**config.mk**
```make
export PLATFORM = sky130hd
export DESIGN_NAME = fifo_push_arbiter
export DESIGN_NICKNAME = d
export VERILOG_FILES = /design/src/rtl/fifo_arb_pkg.sv /design/src/rtl/rr_multi_grant_picker.sv /design/src/rtl/fifo_push_arbiter.sv
export SDC_FILE = /design/constraint.sdc
export NUM_CORES = 1
export LEC_CHECK = 0
export ABC_AREA = 1
export ABC_CLOCK_PERIOD_IN_PS = 11900
export BUFFER_PORTS_ARGS = -buffer_cell sky130_fd_sc_hd__buf_2
export CAP_MARGIN = 10
export CORE_UTILIZATION = 40
export CTS_BUF_LIST = sky130_fd_sc_hd__clkbuf_4 sky130_fd_sc_hd__clkbuf_8
export DETAILED_ROUTE_END_ITERATION = 8
export PLACE_DENSITY = 0.78
export SLEW_MARGIN = 20
export SYNTH_ARGS = -nofsm -noshare
export SYNTH_HDL_FRONTEND = slang
export SYNTH_HIERARCHICAL = 1
export SYNTH_SLANG_ARGS = --single-unit
```
**constraint.sdc**
```tcl
create_clock -name clk -period 11.9 [get_ports clk]
set_input_delay 2.975 -clock clk [delete_from_list [all_inputs] [get_ports clk]]
set_output_delay 2.975 -clock clk [all_outputs]
set_load 0.05 [all_outputs]
```
**src/rtl/fifo_arb_pkg.sv**
```systemverilog
// Shared widths, requester index type and the modulo-NR wrap helper for the
// FIFO push arbiter.
package fifo_arb_pkg;

   localparam int ARB_NR     = 4;
   localparam int ARB_NI     = 2;
   localparam int ARB_PTR_W  = $clog2(ARB_NR);
   localparam int ARB_LANE_W = $clog2(ARB_NI + 1);

   typedef logic [ARB_PTR_W-1:0] req_idx_t;

   // Explicit wrap compare so NR need not be a power of two.
   function automatic int wrap_inc(input int idx, input int n);
      return (idx >= n - 1) ? 0 : idx + 1;
   endfunction

endpackage

```
**src/rtl/rr_multi_grant_picker.sv**
```systemverilog
// Combinational round-robin scan: picks the first min(valid, can_push, NI)
// requesters starting at rr_ptr and reports their lane order.
module rr_multi_grant_picker
   import fifo_arb_pkg::*;
#(
   parameter int NR = ARB_NR,
   parameter int NI = ARB_NI
) (
   input  logic [NR-1:0]                valid,
   input  logic [$clog2(NI+1)-1:0]      can_push,
   input  logic [$clog2(NR)-1:0]        rr_ptr,
   output logic [NR-1:0]                grant,
   output logic [$clog2(NI+1)-1:0]      g_cnt,
   output logic [NI*$clog2(NR)-1:0]     lane_src,
   output logic [$clog2(NR)-1:0]        last_idx
);

   localparam int PW = $clog2(NR);
   localparam int LW = $clog2(NI + 1);

   always_comb begin
      int idx;
      int g;
      int lim;
      grant    = '0;
      lane_src = '0;
      last_idx = rr_ptr;
      g        = 0;
      idx      = int'(rr_ptr);
      lim      = (int'(can_push) > NI) ? NI : int'(can_push);
      for (int k = 0; k < NR; k++) begin
         if (valid[PW'(idx)] && (g < lim)) begin
            grant[PW'(idx)]       = 1'b1;
            lane_src[g*PW +: PW]  = PW'(idx);
            last_idx              = PW'(idx);
            g                     = g + 1;
         end
         idx = wrap_inc(idx, NR);
      end
      g_cnt = LW'(g);
   end

endmodule

```
**src/rtl/fifo_push_arbiter.sv**
```systemverilog
// Round-robin multi-grant arbiter for the multi-lane FIFO push port.
// Optional per-requester stall counters are built with FIFO_PUSH_ARB_STATS_EN.
module fifo_push_arbiter
   import fifo_arb_pkg::*;
#(
   parameter int W  = 16,
   parameter int NR = ARB_NR,
   parameter int NI = ARB_NI
`ifdef FIFO_PUSH_ARB_STATS_EN
   ,parameter int CW = 16
`endif
) (
   input  logic                     clk,
   input  logic                     rstn,
   input  logic [NR-1:0]            req_valid,
   input  logic [NR*W-1:0]          req_data,
   output logic [NR-1:0]            req_ready,
   input  logic [$clog2(NI+1)-1:0]  can_push,
   output logic [$clog2(NI+1)-1:0]  push,
   output logic [NI*W-1:0]          push_data
`ifdef FIFO_PUSH_ARB_STATS_EN
   ,output logic [NR*CW-1:0]        stall_cnt
`endif
);

   localparam int PW = $clog2(NR);
   localparam int LW = $clog2(NI + 1);

   logic [PW-1:0]    rr_ptr;
   logic [NR-1:0]    valid_gated;
   logic [NR-1:0]    grant;
   logic [LW-1:0]    g_cnt;
   logic [NI*PW-1:0] lane_src;
   logic [PW-1:0]    last_idx;

   // Gating valids with rstn keeps the reset cycle free of any push.
   assign valid_gated = rstn ? req_valid : '0;

   rr_multi_grant_picker #(.NR(NR), .NI(NI)) u_picker (
      .valid    (valid_gated),
      .can_push (can_push),
      .rr_ptr   (rr_ptr),
      .grant    (grant),
      .g_cnt    (g_cnt),
      .lane_src (lane_src),
      .last_idx (last_idx)
   );

   assign req_ready = grant;
   assign push      = g_cnt;

   always_comb begin
      push_data = '0;
      for (int k = 0; k < NI; k++) begin
         if (k < int'(g_cnt))
            push_data[k*W +: W] = req_data[int'(lane_src[k*PW +: PW])*W +: W];
      end
   end

   always_ff @(posedge clk) begin
      if (!rstn)
         rr_ptr <= '0;
      else if (g_cnt != '0)
         rr_ptr <= PW'(wrap_inc(int'(last_idx), NR));
   end

`ifdef FIFO_PUSH_ARB_STATS_EN
   for (genvar i = 0; i < NR; i++) begin : g_stats
      logic [CW-1:0] cnt;
      always_ff @(posedge clk) begin
         if (!rstn)
            cnt <= '0;
         else if (req_valid[i] && !req_ready[i] && (cnt != '1))
            cnt <= cnt + 1'b1;
      end
      assign stall_cnt[i*CW +: CW] = cnt;
   end
`endif

endmodule
```
Word level (Yosys, flattened, before mapping). Cells that the tools add are included.

Add/sub/neg operators: 10. Magnitude comparators: 19. Shift-type cells: 8. Muxes and demuxes: 46. Bitwise operators: 3. Reductions and logical operators: 9.

Operators by type and width (count): $mux 32 (4); $shiftx 64x7->16 (2); $shift 2x33->4 const A (3); $shiftx 2x33->4 (3); $neg 32->33 (2); $add 32x2->32 const B (2); $ge 32x3->1 const B (2); $neg 2->33 (1); $lt 1x32->1 const A (1); $lt 2x32->1 (1); $lt 32x3->1 (1); $lt 32x32->1 (1); $mux 16 (2); $mux 4 (8); $lt 2x4->1 const B (4); $mux 2 (8); $mux 1 (13); $bwmux 4 (3); $or 4x4->4 (3); $bmux 1 s2 (4); $demux 1 s2 (4); $ge 2x1->1 const B (4); $logic_and 1x1->1 (8); $add 2x2->2 const B (2); 7 further kinds (9).

Register bits after elaboration: 2. Input port bits: 72. Output and inout port bits: 38. Logic and storage cells: 96.

Longest topological paths before layout.
Word-level depth: 18. Depth in mapped cells: 29. Depth with buffers taken out: 27.

Hierarchy. Netlist, hierarchy kept.

Modules (own cells, without submodules): fifo_push_arbiter (instances 1, cells each 335, area an instance 1575.3 um^2, seq. area each 40.0 um^2); rr_multi_grant_picker (instances 1, cells each 159, area an instance 970.9 um^2, seq. area each 0.0 um^2).

Worst setup path after synthesis. OpenSTA, ideal clock, no wires.

Path type: in2out. From: in req_valid[1]. To: out push_data[21]. Arrival time: 6869 ps. Data required time: 8925 ps. Path slack: 2056 ps. Cell stages on the path: 22. Path buffers: 2. Cell sequence: nand2_1 > inv_1 > nand2_1 > nand3_1 > nand2_2 > nor2_8 > o21ai_0 > nand2_1 > ha_1 > inv_1 > nand2_1 > nand2_4 > nand3_1 > nand2_2 > ha_1 > nor3_1 > nand2_2 > buf_6 > o21ai_2 > inv_1 > clkbuf_1 > a21oi_1.

Elaborated cells on any way between the ends: 45. Classes of those cells: add/sub (6); order compare (4); shift (7); mux (24); reduce/logical (4).

RTL lines: from (decl) (RTL line fifo_push_arbiter.sv:15) `input logic [NR-1:0] req_valid,`; $mux 4 (*) (RTL line fifo_push_arbiter.sv:37) `assign valid_gated = rstn ? req_valid : '0;`; net valid_gated[1] (RTL line fifo_push_arbiter.sv:30) `logic [NR-1:0] valid_gated;`; $bmux 1 s2 (RTL line rr_multi_grant_picker.sv:32) `if (valid[PW'(idx)] && (g < lim)) begin`; $mux 1 (implied by the code) (2 in a row) (RTL line rr_multi_grant_picker.sv:32); $logic_and 1x1->1 (RTL line rr_multi_grant_picker.sv:32); $mux 1 (RTL line rr_multi_grant_picker.sv:32); $lt 2x32->1 (RTL line rr_multi_grant_picker.sv:32); $logic_and 1x1->1 (RTL line rr_multi_grant_picker.sv:32); [... 2 more ...]; $logic_and 1x1->1 (RTL line rr_multi_grant_picker.sv:32); $mux 32 (RTL line rr_multi_grant_picker.sv:32); $lt 32x3->1 (RTL line rr_multi_grant_picker.sv:32); $logic_and 1x1->1 (RTL line rr_multi_grant_picker.sv:32); $mux 2 (*) (RTL line rr_multi_grant_picker.sv:32); net push[1] (RTL line fifo_push_arbiter.sv:19) `output logic [$clog2(NI+1)-1:0] push,`; $lt 1x2->1 (*) (RTL line fifo_push_arbiter.sv:55) `if (k < int'(g_cnt))`; $mux 16 (*) (RTL line fifo_push_arbiter.sv:55); to (decl) (RTL line fifo_push_arbiter.sv:20) `output logic [NI*W-1:0] push_data`.

The timed path passes the listed nets; every way through them passes the cells marked *. The select of a mux whose other input is x is not followed.

Worst setup path after layout.
From: in rstn. To: out push_data[10].

Cells in the longest elaborated chain, start to end: 18. Elaborated cells on any way between the ends: 46. Classes of those cells: add/sub (6); order compare (4); shift (7); mux (25); reduce/logical (4).

RTL lines: from (decl) (RTL line fifo_push_arbiter.sv:14) `input logic rstn,`; $mux 4 (*) (RTL line fifo_push_arbiter.sv:37); net valid_gated[0] (RTL line fifo_push_arbiter.sv:30); $bmux 1 s2 (RTL line rr_multi_grant_picker.sv:32); $mux 1 (implied by the code) (2 in a row) (RTL line rr_multi_grant_picker.sv:32); $logic_and 1x1->1 (RTL line rr_multi_grant_picker.sv:32); $mux 1 (RTL line rr_multi_grant_picker.sv:32); $lt 2x32->1 (RTL line rr_multi_grant_picker.sv:32); $logic_and 1x1->1 (RTL line rr_multi_grant_picker.sv:32); [... 3 more ...]; $mux 32 (RTL line rr_multi_grant_picker.sv:32); $neg 32->33 (RTL line rr_multi_grant_picker.sv:34) `lane_src[g*PW +: PW] = PW'(idx);`; $shiftx 2x33->4 / $shift 2x33->4 (equally long branches) (RTL line rr_multi_grant_picker.sv:34); $bwmux 4 (RTL line rr_multi_grant_picker.sv:34); $mux 4 (*) (RTL line rr_multi_grant_picker.sv:32); net lane_src[1] (RTL line fifo_push_arbiter.sv:33) `logic [NI*PW-1:0] lane_src;`; $shiftx 64x7->16 (*) (RTL line fifo_push_arbiter.sv:56) `push_data[k*W +: W] = req_data[int'(lane_src[k*PW +: PW])*W +: W];`; $mux 16 (*) (RTL line fifo_push_arbiter.sv:55).

Marks and branches as above.

==> flow_metrics.env <==
export IMPL_gp_congestion=0.932
export IMPL_slowest_delay_ps=540
export IMPL_layout_common_cells="172 x nand2_1, 109 x buf_2, 91 x inv_1, 78 x nand3_1, 24 x a21oi_1"
export IMPL_finClkSkew_ps=2.92
export IMPL_clk_path_buf_depth=2
export IMPL_htree_levels=1
export IMPL_yosys_warnings=6
export IMPL_arrival_ps=7380
export IMPL_num_vias=3499
export IMPL_fin_nets=671
export IMPL_cts_tree="yes"
export IMPL_hp_class="reg -> reg"
export IMPL_ys_seq_area_share_pct=1.57
export IMPL_core_um2=6030
export IMPL_post_cts_resized=0
export IMPL_worstSetupEndpointType="output port"
export IMPL_viasPerCell=5.30
export IMPL_wl_mm=8.46
export IMPL_drv_slew=0
export IMPL_synthDistinctLibCells=36
export IMPL_fmax_mhz=96.6
export IMPL_finalHoldViolCount=0
export IMPL_clk_latency_ps=210
export IMPL_ant_nets=0
export IMPL_postCtsSetupBuffers=0
export IMPL_final_common_cell="nand2_1"
export IMPL_synthesis_area_um2=2550
export IMPL_grt_ovfl_total=0
export IMPL_hpwlAfterDp_mm=6.31
export IMPL_clockRootBuffer="clkbuf_8"
export IMPL_dieWidth_um=81.8
export IMPL_synthesis_instances=494
export IMPL_die_area_um2=6690
export IMPL_critPathKind="in -> out"
export IMPL_drtPass1Iterations=6
export IMPL_reg_top3="rr_ptr x2"
export IMPL_worst_slew_pin_slew_ps=789
export IMPL_num_rows=28
export IMPL_syn_area_per_cell_um2=5.15
export IMPL_slowest_stage="nand2_1"
export IMPL_cap_violations=0
export IMPL_clkSinkCount=2
export IMPL_largest_register="rr_ptr"
export IMPL_grt_pass1_vias=2996
export IMPL_n_antenna_cell=0
export IMPL_antenna_found_initial=0
export IMPL_grt_use_total_pct=24.1
export IMPL_period_share_pct=87.0
export IMPL_grt_first_pass_wirelength_mm=13.1
export IMPL_synth_edf_count=0
export IMPL_dp_slack_ps=1630
export IMPL_slew_headroom_pct=47.4
export IMPL_fin_crit_ps=10350
export IMPL_cp_buffers_inverters=5
export IMPL_wl_per_cell_um=12.8
export IMPL_setup_violations=0
export IMPL_cp_common_cell="nand2_1"
export IMPL_rsz0062_at_grt="no"
export IMPL_cp_top_family="simple AND/OR/NAND/NOR gates"
export IMPL_outcome="completed"
export IMPL_ios=110
export IMPL_crit_fanout=17
export IMPL_largest_register_ffs=2
export IMPL_drc=0
export IMPL_cts_buffers=3
export IMPL_area_growth_pct=19.7
export IMPL_fin_ws_ps=1550
export IMPL_die_y_um=81.8
export IMPL_async_flop_share_pct=0
export IMPL_ys_seq_elements=2
export IMPL_fin_tns_setup_ps=0
export IMPL_drtIter0Drc=276
export IMPL_worstPathRequired_ps=8930
export IMPL_crit_path_start_kind="input pin"
export IMPL_start_util_pct=42.3
export IMPL_synth_main_ff_cell="dfxtp_1"
export IMPL_path_clk_slew_ps=30
export IMPL_synth_nets=578
export IMPL_port_buffers=109
export IMPL_holdBufCountCts=0
export IMPL_grt_max_degree=33
export IMPL_drive_above_1_share_pct=28.5
[worst reg2reg max path, delay by kind of cell, from the launching register on]
kind,cells,cell delay [ps]
compound gates,2,300
fa+ha+maj,3,1080
buf+inv,4,640
flops,1,560
simple gates,12,2030
[through the flow]
stage / cells / cell area, µm² / util [%] / hold slack, ps
after CTS: 660 / 3040 / 50.5 / 614
after global placement: 657 / 3000 / 49.8 / 585
final: 660 / 3050 / 50.6 / 615
after global routing: 660 / 3050 / 50.6 / 634
after floorplan: 494 / 2550 / - / 537
after detailed placement: 657 / 3000 / 49.8 / 587
[final cells by class]
cell class | instances | area, µm²
clock buffers | 3 | 41.3
flip-flops and latches | 2 | 40.0
inverters | 98 | 375
fillers | 658 | 2980
repair buffers | 111 | 561
multi-input cells | 371 | 1940
well taps | 75 | 93.8
[cells by family after synthesis]
logic type | after synthesis | synth area share, %
fa+ha+maj | 12 | 5.90
simple gates | 299 | 54.4
xor+xnor | 1 | 0.639
flops | 2 | 1.57
buf+inv | 121 | 22.6
compound gates | 58 | 14.7
other cells | 1 | 0.147
[cell usage after synthesis (3+ instances only)]
library cell / number / area share, %
a21oi_1: 24 / 4.7
a21oi_2: 10 / 3.4
buf_2: 7 / 1.4
buf_6: 13 / 5.7
ha_1: 12 / 5.9
inv_1: 91 / 13
inv_2: 3 / 0.44
nand2_1: 172 / 25
nand2_2: 13 / 3.2
nand2_4: 5 / 2.2
nand3_1: 78 / 15
nand4_1: 5 / 1.2
nor2_1: 13 / 1.9
nor2_2: 4 / 0.98
nor2_4: 4 / 1.8
o21ai_0: 11 / 2.2
o21ai_2: 3 / 1.0
[path summary, 6_finish.rpt]
kind                                              from                      to  slack (ps)  cells after the start
worst max-delay path                              rstn           push_data[10]        1550                     25
worst min register to register  rr_ptr[1]$_SDFFE_PN0N_  rr_ptr[1]$_SDFFE_PN0N_         620                      2
worst min-delay path            rr_ptr[1]$_SDFFE_PN0N_  rr_ptr[1]$_SDFFE_PN0N_         620                      2
worst max register to register  rr_ptr[0]$_SDFFE_PN0N_  rr_ptr[0]$_SDFFE_PN0N_        7190                     21
[layer usage]
layer | global-route usage, % | part of all wire (%)
met1 | 30.3 | 41
met2 | 44.2 | 49
met3 | 1.11 | 8.1
met4 | 5.96 | 2.0
met5 | 0 | 0
Power is left out: the tool's default activity adds up to more than one toggle a clock period on the data nets, which glitch-free logic cannot reach.
